--- src/rtl/qblock_scheduler.sv ---
// Question-block pickup scheduler: arbitrates car1/car2 pickups over the slots,
// hides each taken block for REGEN_INTERVAL second ticks, then restores it.
module qblock_scheduler #(
  parameter int NUM_QBLOCK     = 4,
  parameter int REGEN_INTERVAL = 10,
  parameter int REGEN_WIDTH    = 4,
  parameter int IDX_WIDTH      = 2
) (
  input  logic                  i_clk,
  input  logic                  i_rst,
  input  logic                  i_game_active,
  input  logic                  i_sec_tick,
  input  logic [NUM_QBLOCK-1:0] i_car1_hit,
  input  logic [NUM_QBLOCK-1:0] i_car2_hit,
  output logic [NUM_QBLOCK-1:0] o_qblock_visible,
  output logic                  o_car1_grant,
  output logic [IDX_WIDTH-1:0]  o_car1_grant_idx,
  output logic                  o_car2_grant,
  output logic [IDX_WIDTH-1:0]  o_car2_grant_idx
);

  typedef enum logic {AVAIL = 1'b0, COOLDOWN = 1'b1} slot_t;

  slot_t                  state_q [NUM_QBLOCK];
  slot_t                  state_d [NUM_QBLOCK];
  logic [REGEN_WIDTH-1:0] cnt_q   [NUM_QBLOCK];
  logic [REGEN_WIDTH-1:0] cnt_d   [NUM_QBLOCK];
  logic                   prio_q;   // 0: car1 wins a contest, 1: car2
  logic                   prio_d;

  logic                  c1_vld, c2_vld, g1, g2, contested;
  logic [IDX_WIDTH-1:0]  c1_idx, c2_idx;
  logic [NUM_QBLOCK-1:0] take;

  // Lowest-index available slot per car; scanning high to low leaves the lowest.
  always_comb begin
    c1_vld = 1'b0;
    c1_idx = '0;
    c2_vld = 1'b0;
    c2_idx = '0;
    for (int k = NUM_QBLOCK - 1; k >= 0; k--) begin
      if (i_car1_hit[k] && state_q[k] == AVAIL) begin
        c1_vld = 1'b1;
        c1_idx = IDX_WIDTH'(k);
      end
      if (i_car2_hit[k] && state_q[k] == AVAIL) begin
        c2_vld = 1'b1;
        c2_idx = IDX_WIDTH'(k);
      end
    end
  end

  always_comb begin
    g1        = c1_vld & i_game_active;
    g2        = c2_vld & i_game_active;
    contested = g1 & g2 & (c1_idx == c2_idx);
    prio_d    = prio_q;
    if (contested) begin
      if (prio_q) g1 = 1'b0;
      else        g2 = 1'b0;
      prio_d = ~prio_q;
    end
    take = '0;
    for (int k = 0; k < NUM_QBLOCK; k++)
      take[k] = (g1 && c1_idx == IDX_WIDTH'(k)) || (g2 && c2_idx == IDX_WIDTH'(k));
  end

  // Slot next state; a taken slot was AVAIL, so a coincident tick never counts.
  always_comb begin
    for (int k = 0; k < NUM_QBLOCK; k++) begin
      state_d[k] = state_q[k];
      cnt_d[k]   = cnt_q[k];
      if (!i_game_active) begin
        state_d[k] = AVAIL;
        cnt_d[k]   = '0;
      end else if (take[k]) begin
        state_d[k] = COOLDOWN;
        cnt_d[k]   = REGEN_WIDTH'(REGEN_INTERVAL);
      end else if (state_q[k] == COOLDOWN && i_sec_tick) begin
        if (cnt_q[k] == REGEN_WIDTH'(1)) begin
          state_d[k] = AVAIL;
          cnt_d[k]   = '0;
        end else begin
          cnt_d[k] = cnt_q[k] - REGEN_WIDTH'(1);
        end
      end
    end
  end

  always_ff @(posedge i_clk) begin
    if (i_rst) begin
      for (int k = 0; k < NUM_QBLOCK; k++) begin
        state_q[k] <= AVAIL;
        cnt_q[k]   <= '0;
      end
      prio_q           <= 1'b0;
      o_qblock_visible <= '1;
      o_car1_grant     <= 1'b0;
      o_car1_grant_idx <= '0;
      o_car2_grant     <= 1'b0;
      o_car2_grant_idx <= '0;
    end else begin
      for (int k = 0; k < NUM_QBLOCK; k++) begin
        state_q[k]          <= state_d[k];
        cnt_q[k]            <= cnt_d[k];
        o_qblock_visible[k] <= (state_d[k] == AVAIL);
      end
      prio_q           <= prio_d;
      o_car1_grant     <= g1;
      o_car1_grant_idx <= g1 ? c1_idx : '0;
      o_car2_grant     <= g2;
      o_car2_grant_idx <= g2 ? c2_idx : '0;
    end
  end

endmodule
--- config.mk ---
export PLATFORM = sky130hd
export DESIGN_NAME = qblock_scheduler
export DESIGN_NICKNAME = d
export VERILOG_FILES = /design/src/rtl/qblock_scheduler.sv
export SDC_FILE = /design/constraint.sdc
export NUM_CORES = 1
export LEC_CHECK = 0
export BUFFER_PORTS_ARGS = -buffer_cell sky130_fd_sc_hd__buf_2
export CORE_AREA = 5 5 71 73
export DETAILED_ROUTE_END_ITERATION = 8
export DIE_AREA = 0 0 76 78
export PLACE_DENSITY = 0.67
export SYNTH_ARGS = -nofsm -noshare
export SYNTH_HDL_FRONTEND = slang
export SYNTH_SLANG_ARGS = --single-unit
--- constraint.sdc ---
create_clock -name i_clk -period 4.3 [get_ports i_clk]
set_clock_uncertainty 0.2 [all_clocks]
set_input_delay 1.075 -clock i_clk [delete_from_list [all_inputs] [get_ports i_clk]]
set_output_delay 1.075 -clock i_clk [all_outputs]
set_load 0.01 [all_outputs]
# Word level (Yosys, flattened, before mapping)

Memory sizes are Yosys's and may differ from the RTL's.
Cells that the tools add are included.

Register bits: 11
Bits in writable memories: 20
Bits of input ports: 12
Logic and storage cells: 137
Memories: 2

Memory list:

| name    | words | width | rd ports | clocked after Yosys merged registers in | write ports | line | source |
|---|---|---|---|---|---|---|---|
| cnt_q   | 4     | 4     | 4        | 0                                       | 4           | 26   | `logic [REGEN_WIDTH-1:0] cnt_q [NUM_QBLOCK];` |
| state_q | 4     | 1     | 4        | 0                                       | 4           | 24   | `slot_t state_q [NUM_QBLOCK];` |

Add/subtract/negate cells: 4
Eq/ne operators: 11
Multiplexer cells: 63
Bitwise operators: 23
Reductions and logical operators: 28

Operator list:

| kind                  | number |
|---|---|
| $mux W4               | 20 |
| $mux W1               | 35 |
| $logic_and A1 B1 Y1   | 20 |
| $eq A4 B1 Y1 const B  | 4 |
| $mux W2               | 8 |
| $sub A4 B1 Y4 const B | 4 |
| $not A1 Y1            | 11 |
| $eq A2 B2 Y1 const B  | 4 |
| $or A1 B1 Y1          | 8 |
| $and A1 B1 Y1         | 4 |
| $eq A2 B1 Y1 const B  | 2 |
| $logic_not A2 Y1      | 2 |
| $logic_or A1 B1 Y1    | 4 |
| $reduce_or A2 Y1      | 2 |
| $eq A2 B2 Y1          | 1 |

# Logic depth before layout (Yosys ltp)

Gate-level depths: netlist (run 1).

Depth after elaboration: 15
Gate-level depth with buffers: 7

# Least setup slack after synthesis (run 1)

Ideal clock, no wire load.

Path type: input to register
Start: in i_car2_hit[1]
End: mem state_q[3] (netlist name)
Library setup time: 0.120 ns
Arrival: 2.490 ns
Data required time: 3.980 ns
Path slack: 1.491 ns
Cell stages on the path: 6
Buffers on the path: 0
Path through: nor2b_1 > a21oi_2 > or3_4 > a311oi_4 > nor4_4 > a211o_1

RTL lines:

| item               | line | source |
|---|---|---|
| start: declaration | 14   | `input logic [NUM_QBLOCK-1:0] i_car2_hit,` |
| end: declaration   | 24   |  |

==> flow_metrics.py, run 1 <==
metrics = {
    "critical_path": {
        "r2r_cells": 6,
        "cp.arrival_ps": 2830,
        "r2r-start": "state_q[1]$_SDFF_PP0_",
        "crit_fanout": 5,
        "path_class": "in -> reg",
        "worstPathCellList": "buf_2 > nor2b_1 > a21oi_2 > o21ai_1 > a311oi_2 > o32ai_1 > nor3_1",
        "slowest_delay_ps": 480,
        "crit_cells": 7,
        "critPathSlowestCell": "o32ai_1",
        "start_kind": "primary input",
        "worstSetupEndpoint": "cnt_q[1][0]$_SDFFE_PP0P_",
        "path_buf_inv": 1,
        "reg2reg_to": "cnt_q[1][0]$_SDFFE_PP0P_",
        "end_kind": "register",
        "worstSetupStartpoint": "i_car2_hit[1]",
        "worst_path_dominant_cell_family": "compound AO/OA/AOI/OAI gates",
        "worstPathRequired_ps": 4250,
        "rrSetupSlack_ps": 1920,
    },
    "yosys": {
        "synth_edf_count": 0,
        "syn_inst": 203,
        "synth_seq_area_share_pct": 36.99,
        "async_flop_share_pct": 0,
        "ys_types": 45,
        "syn_area_per_cell_um2": 8.265,
        "ys_ff_latch": 31,
        "synth_warnings": 0,
        "syn_nets": 223,
        "synth.cell_area_mm2": 0.001678,
        "ys.flop_type": "dfxtp_1",
    },
    "clocking": {
        "cts_resized": 0,
        "clock_path_buffers": 2,
        "insertion_delay_ps": 280,
        "numCtsBuffers": 5,
        "cts_max_level": 2,
        "cts.sinks": 31,
        "postCtsSetupRepairBufs": 0,
        "tritoncts": "built",
        "root_buffer": "clkbuf_8",
        "clkTransAtPathRegs_ps": 70,
        "ctsHoldBuffers": 0,
    },
    "power_and_ir_drop": {
        "leakagePower_nw": 0.7686,
        "vdd_drop_max_mv": 0.1392,
        "cellPowerDensity_mw_per_mm2": 335.3,
    },
    "placement": {
        "placedCellCount": 273,
        "gp_congestion": 0.8747,
        "io_buffer_count": 21,
        "hpwlAfterDp_um": 2883,
    },
    "global_route": {
        "grt_max_degree": 14,
        "first_global_vias": 1373,
        "grt_use_total_pct": 13.12,
        "grt_first_pass_wirelength_um": 6334,
        "antenna_found_initial": 0,
        "grt_overflow_total": 0,
    },
    "detailed_routing": {
        "wirelength_um": 3716,
        "vias": 1514,
        "wl_met1_um": 1697,
        "wl_per_cell_um": 13.22,
        "final_antenna_net_count": 0,
        "first_iter_violations": 102,
        "drcViolationCount": 0,
        "viasPerCell": 5.388,
        "top_layer_used": "met4",
        "wl_met3_um": 200,
        "drt-pass1-iter-count": 4,
        "wl_met2_um": 1744,
    },
    "finish": {
        "fin_util_pct": 44.64,
        "final_layout_size_suffix_gt1_share_pct": 15.28,
        "finalNetCount": 248,
        "syn2layout_area_growth_pct": 14.24,
        "antennaDiodeCount": 0,
        "final_cells": 281,
        "fillers": 441,
    },
    "timing": {
        "rsz0062_at_grt": "false",
        "clock.fmax_mhz": 347.4,
        "hold_viol": 0,
        "fin_tns_setup_ps": 0,
        "final_max_slew_viol_count": 0,
        "tightest_slew_ps": 762.7,
        "setup_viol": 0,
        "slew-limit-headroom_pct": 48.97,
        "post-route-min-period_ps": 2879,
        "period_share_pct": 66.95,
    },
    "die": {
        "pin_count": 22,
        "dieArea_mm2": 0.005928,
        "die_x_um": 76,
        "core_mm2": 0.004294,
        "fp-row-count": 24,
        "start_util_pct": 39.07,
        "die_h_um": 78,
    },
    "outcome": {
        "outcome": "complete, no violations",
    },
    "flow_run": {
        "max_cap_viol_count": 0,
    },
    "hold_path": {
        "worstHoldPathType": "reg -> reg",
    },
}
-- logic make-up (layout without fill, tap and decap cells) --
kind of cell	Yosys count	in the layout	synth area share [%]
buf+inv	17	43	3.877
fa+ha+maj	8	8	5.966
flops	31	31	36.99
simple gates	93	93	29.60
compound gates	50	50	21.48
xor+xnor	4	4	2.088
-- cell type report --
class | count | area, um^2 | share of cell area, %
multi-input cells | 155 | 992.2 | 51.76
repair buffers | 21 | 105.1 | 5.483
well taps | 52 | 65.06 | 3.394
clock buffers | 7 | 76.32 | 3.982
flip-flops and latches | 31 | 620.6 | 32.38
inverters | 14 | 52.55 | 2.742
clock inverters | 1 | 5.005 | 0.2611
-- synth_stat cells (3+ instances only) --
cell type | count | area share, %
a211oi_1 | 3 | 1.3
a21oi_1 | 17 | 5.1
dfxtp_1 | 31 | 37
ha_1 | 8 | 6.0
inv_1 | 14 | 3.1
nand2_1 | 15 | 3.4
nand2b_1 | 7 | 2.6
nand3_1 | 9 | 2.7
nor2_1 | 19 | 4.3
nor2b_1 | 13 | 4.8
nor3_1 | 15 | 4.5
o211ai_1 | 6 | 2.7
o21ai_0 | 4 | 1.2
or4_1 | 3 | 1.3
-- stage by stage --
stage               cell area, um^2  power (mW)  hold slack, ps  setup WS [ps]
floorplan                      1678      0.3987           296.4           1491
finish                         1917      0.6427           340.9           1421
global placement               1836      0.4301           332.2           1189
global route                   1917      0.6772           377.0           1311
detailed placement             1836      0.4300           337.2           1159
CTS                            1917      0.6479           348.1           1468
-- worst register-to-register path: stages, from the launching register on --
cell and delay (ps):
dfxtp_1 370, nor2b_1 310, a21oi_2 120, o21ai_1 440, a311oi_2 220, o32ai_1 480, nor3_1 110
-- power breakdown --
| group | switching [mW] | leakage (nW) | total, mW | internal (mW) |
|---|---|---|---|---|
| Sequential | 0.0118 | 0.253 | 0.314 | 0.302 |
| Combinational | 0.0683 | 0.474 | 0.111 | 0.0428 |
| Clock | 0.105 | 0.0422 | 0.218 | 0.113 |
-- sequential cells by signal, summed over array words and instances, names as in the netlist --
name,count
cnt_q,16
o_car1_grant,1
o_car1_grant_idx,2
o_car2_grant,1
o_car2_grant_idx,2
o_qblock_visible,4
prio_q,1
state_q,4
-- worst min path at each step --
stage	start	to	slack, ps	cells after the start
final	cnt_q[0][2]$_SDFFE_PP0P_	cnt_q[0][2]$_SDFFE_PP0P_	340	2
after CTS	cnt_q[0][2]$_SDFFE_PP0P_	cnt_q[0][2]$_SDFFE_PP0P_	350	2
after floorplan	cnt_q[2][2]$_SDFFE_PP0P_	cnt_q[2][2]$_SDFFE_PP0P_	300	2
after detailed placement	cnt_q[0][2]$_SDFFE_PP0P_	cnt_q[0][2]$_SDFFE_PP0P_	340	2
after global routing	cnt_q[2][3]$_SDFFE_PP0P_	cnt_q[2][3]$_SDFFE_PP0P_	380	2
after global placement	cnt_q[0][2]$_SDFFE_PP0P_	cnt_q[0][2]$_SDFFE_PP0P_	330	2
-- per-layer routing --
metal | vias up | track usage [%]
met4 | 0 | 5.872
met1 | 689 | 16.13
met5 | - | 0
met3 | 5 | 3.588
li1 | 775 | -
met2 | 45 | 21.32
-- layout by cell type (no fill, tap or decap), types with 3 or more instances in the layout --
master,synthesis,layout
a211oi_1,3,3
a21oi_1,17,17
buf_2,1,21
clkbuf_8,0,5
dfxtp_1,31,31
ha_1,8,8
inv_1,14,14
nand2_1,15,15
nand2b_1,7,7
nand3_1,9,9
nor2_1,19,19
nor2b_1,13,13
nor3_1,15,15
o211ai_1,6,6
o21ai_0,4,4
or4_1,3,3
Power figures use the tool's default switching activity.
==> run 2, diff against run 1 <==
--- a/config.mk
+++ b/config.mk
@@ -9,7 +9,7 @@
 export CORE_AREA = 5 5 71 73
 export DETAILED_ROUTE_END_ITERATION = 8
 export DIE_AREA = 0 0 76 78
-export PLACE_DENSITY = 0.67
+export PLACE_DENSITY = 0.69
 export SYNTH_ARGS = -nofsm -noshare
 export SYNTH_HDL_FRONTEND = slang
 export SYNTH_SLANG_ARGS = --single-unit
==> constraint.sdc (replaced) <==
create_clock -name i_clk -period 2.4 [get_ports i_clk]
set_clock_uncertainty 0.2 [all_clocks]
set_input_delay 0.6 -clock i_clk [delete_from_list [all_inputs] [get_ports i_clk]]
set_output_delay 0.6 -clock i_clk [all_outputs]
set_load 0.01 [all_outputs]
==> flow_metrics.py, run 2 (synthesized netlist as in run 1, its figures left out) <==
metrics = {
    "outcome": {
        "outcome": "complete, no violations",
    },
    "global_route": {
        "antenna_found_initial": 0,
        "grt_max_degree": 10,
        "grt_overflow_total": 0,
        "grt_use_total_pct": 14.66,
        "grt_first_pass_wirelength_um": 6962,
        "first_global_vias": 1512,
    },
    "detailed_routing": {
        "wl_met1_um": 1915,
        "vias": 1635,
        "drcViolationCount": 0,
        "drt-pass1-iter-count": 4,
        "first_iter_violations": 90,
        "final_antenna_net_count": 0,
        "wl_per_cell_um": 13.37,
        "wirelength_um": 4105,
        "wl_met3_um": 219,
        "viasPerCell": 5.326,
        "wl_met2_um": 1873,
        "top_layer_used": "met4",
    },
    "power_and_ir_drop": {
        "vdd_drop_max_mv": 0.2843,
        "cellPowerDensity_mw_per_mm2": 589.4,
        "seqPwrFrac_pct": 44.7,
        "switching_share_pct": 26.89,
        "p_switching_mw": 0.3377,
        "leakagePower_nw": 0.9035,
        "pwr-share-clk_pct": 35.3,
        "p_int_mw": 0.9181,
        "comb_power_share_pct": 20.0,
    },
    "timing": {
        "setup_viol": 0,
        "final_max_slew_viol_count": 0,
        "rsz0062_at_grt": "false",
        "setup_ws_ps": 143.1,
        "post-route-min-period_ps": 2257,
        "tightest_slew_ps": 422.4,
        "slew-limit-headroom_pct": 71.54,
        "clock.fmax_mhz": 443.1,
        "period_share_pct": 94.04,
        "hold_viol": 0,
    },
    "die": {
        "dieArea_mm2": 0.005928,
        "fp-row-count": 24,
        "core_mm2": 0.004294,
        "start_util_pct": 39.07,
        "die_x_um": 76,
        "die_h_um": 78,
        "pin_count": 22,
    },
    "clocking": {
        "clock_path_buffers": 2,
        "tritoncts": "built",
        "postCtsSetupRepairBufs": 0,
        "cts.sinks": 31,
        "ctsHoldBuffers": 0,
        "clkTransAtPathRegs_ps": 60,
        "insertion_delay_ps": 280,
        "cts_resized": 0,
        "numCtsBuffers": 5,
        "root_buffer": "clkbuf_8",
        "cts_max_level": 2,
    },
    "finish": {
        "final_cells": 307,
        "antennaDiodeCount": 0,
        "top_register": "cnt_q",
        "final_layout_size_suffix_gt1_share_pct": 24.31,
        "reg_top3": "cnt_q (16), o_qblock_visible (4), state_q (4)",
        "finalNetCount": 274,
        "final_cell_mix": "dfxtp_1 (31), buf_4 (26), buf_2 (21), nor2_1 (19), a21oi_1 (17)",
        "largest_register_ff_count": 16,
        "final_common_cell": "dfxtp_1",
        "syn2layout_area_growth_pct": 26.99,
        "fillers": 443,
    },
    "critical_path": {
        "critPathSlowestCell": "or3_4",
        "worstPathRequired_ps": 2350,
        "cp.arrival_ps": 2210,
        "worstPathCellList": "buf_2 > nor2b_1 > a21oi_1 > or3_4 > a311oi_2 > nand2b_2 > o221ai_1",
        "r2r-start": "state_q[3]$_SDFF_PP0_",
        "worst_path_dominant_cell_family": "simple AND/OR/NAND/NOR gates",
        "crit_fanout": 7,
        "start_kind": "primary input",
        "slowest_delay_ps": 380,
        "path_class": "in -> reg",
        "end_kind": "register",
        "worstSetupStartpoint": "i_car1_hit[3]",
        "path_buf_inv": 1,
    },
    "hold_path": {
        "min_from": "cnt_q[2][2]$_SDFFE_PP0P_",
        "worstHoldPathType": "reg -> reg",
    },
    "placement": {
        "hpwlAfterDp_um": 3195,
        "io_buffer_count": 21,
        "gp_congestion": 0.9125,
        "placedCellCount": 299,
        "dpl_worst_slack_ps": -143.4,
    },
    "flow_run": {
        "max_cap_viol_count": 0,
    },
}
run 2: cell types whose count changed in the layout (fill, tap and decap cells not counted), sizes merged:
cell,before,now
clkinv,1,0
buf,21,47
clkbuf,7,8
run 2: power groups by stage:
stage	logic, mW	registers (mW)	clock network, mW
floorplan	0.143	0.572	0
global placement	0.246	0.572	0
detailed placement	0.248	0.572	0
CTS	0.250	0.561	0.463
global route	0.279	0.565	0.486
finish	0.251	0.562	0.444
run 2: layout make-up:
cell class,count,area (um^2),area share [%]
Timing Repair Buffer,47,300.3,14.09
Tap cell,52,65.06,3.053
Clock buffer,8,100.1,4.698
Inverter,14,52.55,2.466
Multi-Input combinational cell,155,992.2,46.56
Sequential cell,31,620.6,29.13
run 2: worst min-delay path: cells and delay by family (launching register included):
kind | cells | cell delay, ps
flip-flops | 1 | 360
AND/OR/NAND/NOR | 1 | 70
AO/OA/AOI/OAI | 1 | 80
run 2: worst paths after layout:
kind | to | depth (start not counted) | slack (ps)
worst min register to register | cnt_q[2][2]$_SDFFE_PP0P_ | 2 | 340
worst max register to register | cnt_q[1][1]$_SDFFE_PP0P_ | 6 | 150
worst min-delay path | cnt_q[2][2]$_SDFFE_PP0P_ | 2 | 340
worst max-delay path | cnt_q[1][1]$_SDFFE_PP0P_ | 7 | 140
run 2: per-layer routing:
metal  vias to the layer above  track usage (%)
met2                        40            22.86
met5                         -                0
met3                        10            5.208
met4                         0            6.228
li1                        835                -
met1                       750            18.24
run 2: per-stage QoR:
step | hold WS (ps) | utilization (%) | cell area, um^2 | total power [mW] | setup TNS (ps)
6_report | 340.4 | 49.62 | 2131 | 1.256 | 0
5_1_grt | 353.8 | 49.62 | 2131 | 1.330 | 0
4_1_cts | 335.7 | 49.62 | 2131 | 1.275 | 0
3_5_place_dp | 335.3 | 47.29 | 2031 | 0.8208 | -1599
3_3_place_gp | 328.7 | 47.29 | 2031 | 0.8176 | -1234
2_1_floorplan | 296.4 | - | 1678 | 0.7143 | 0
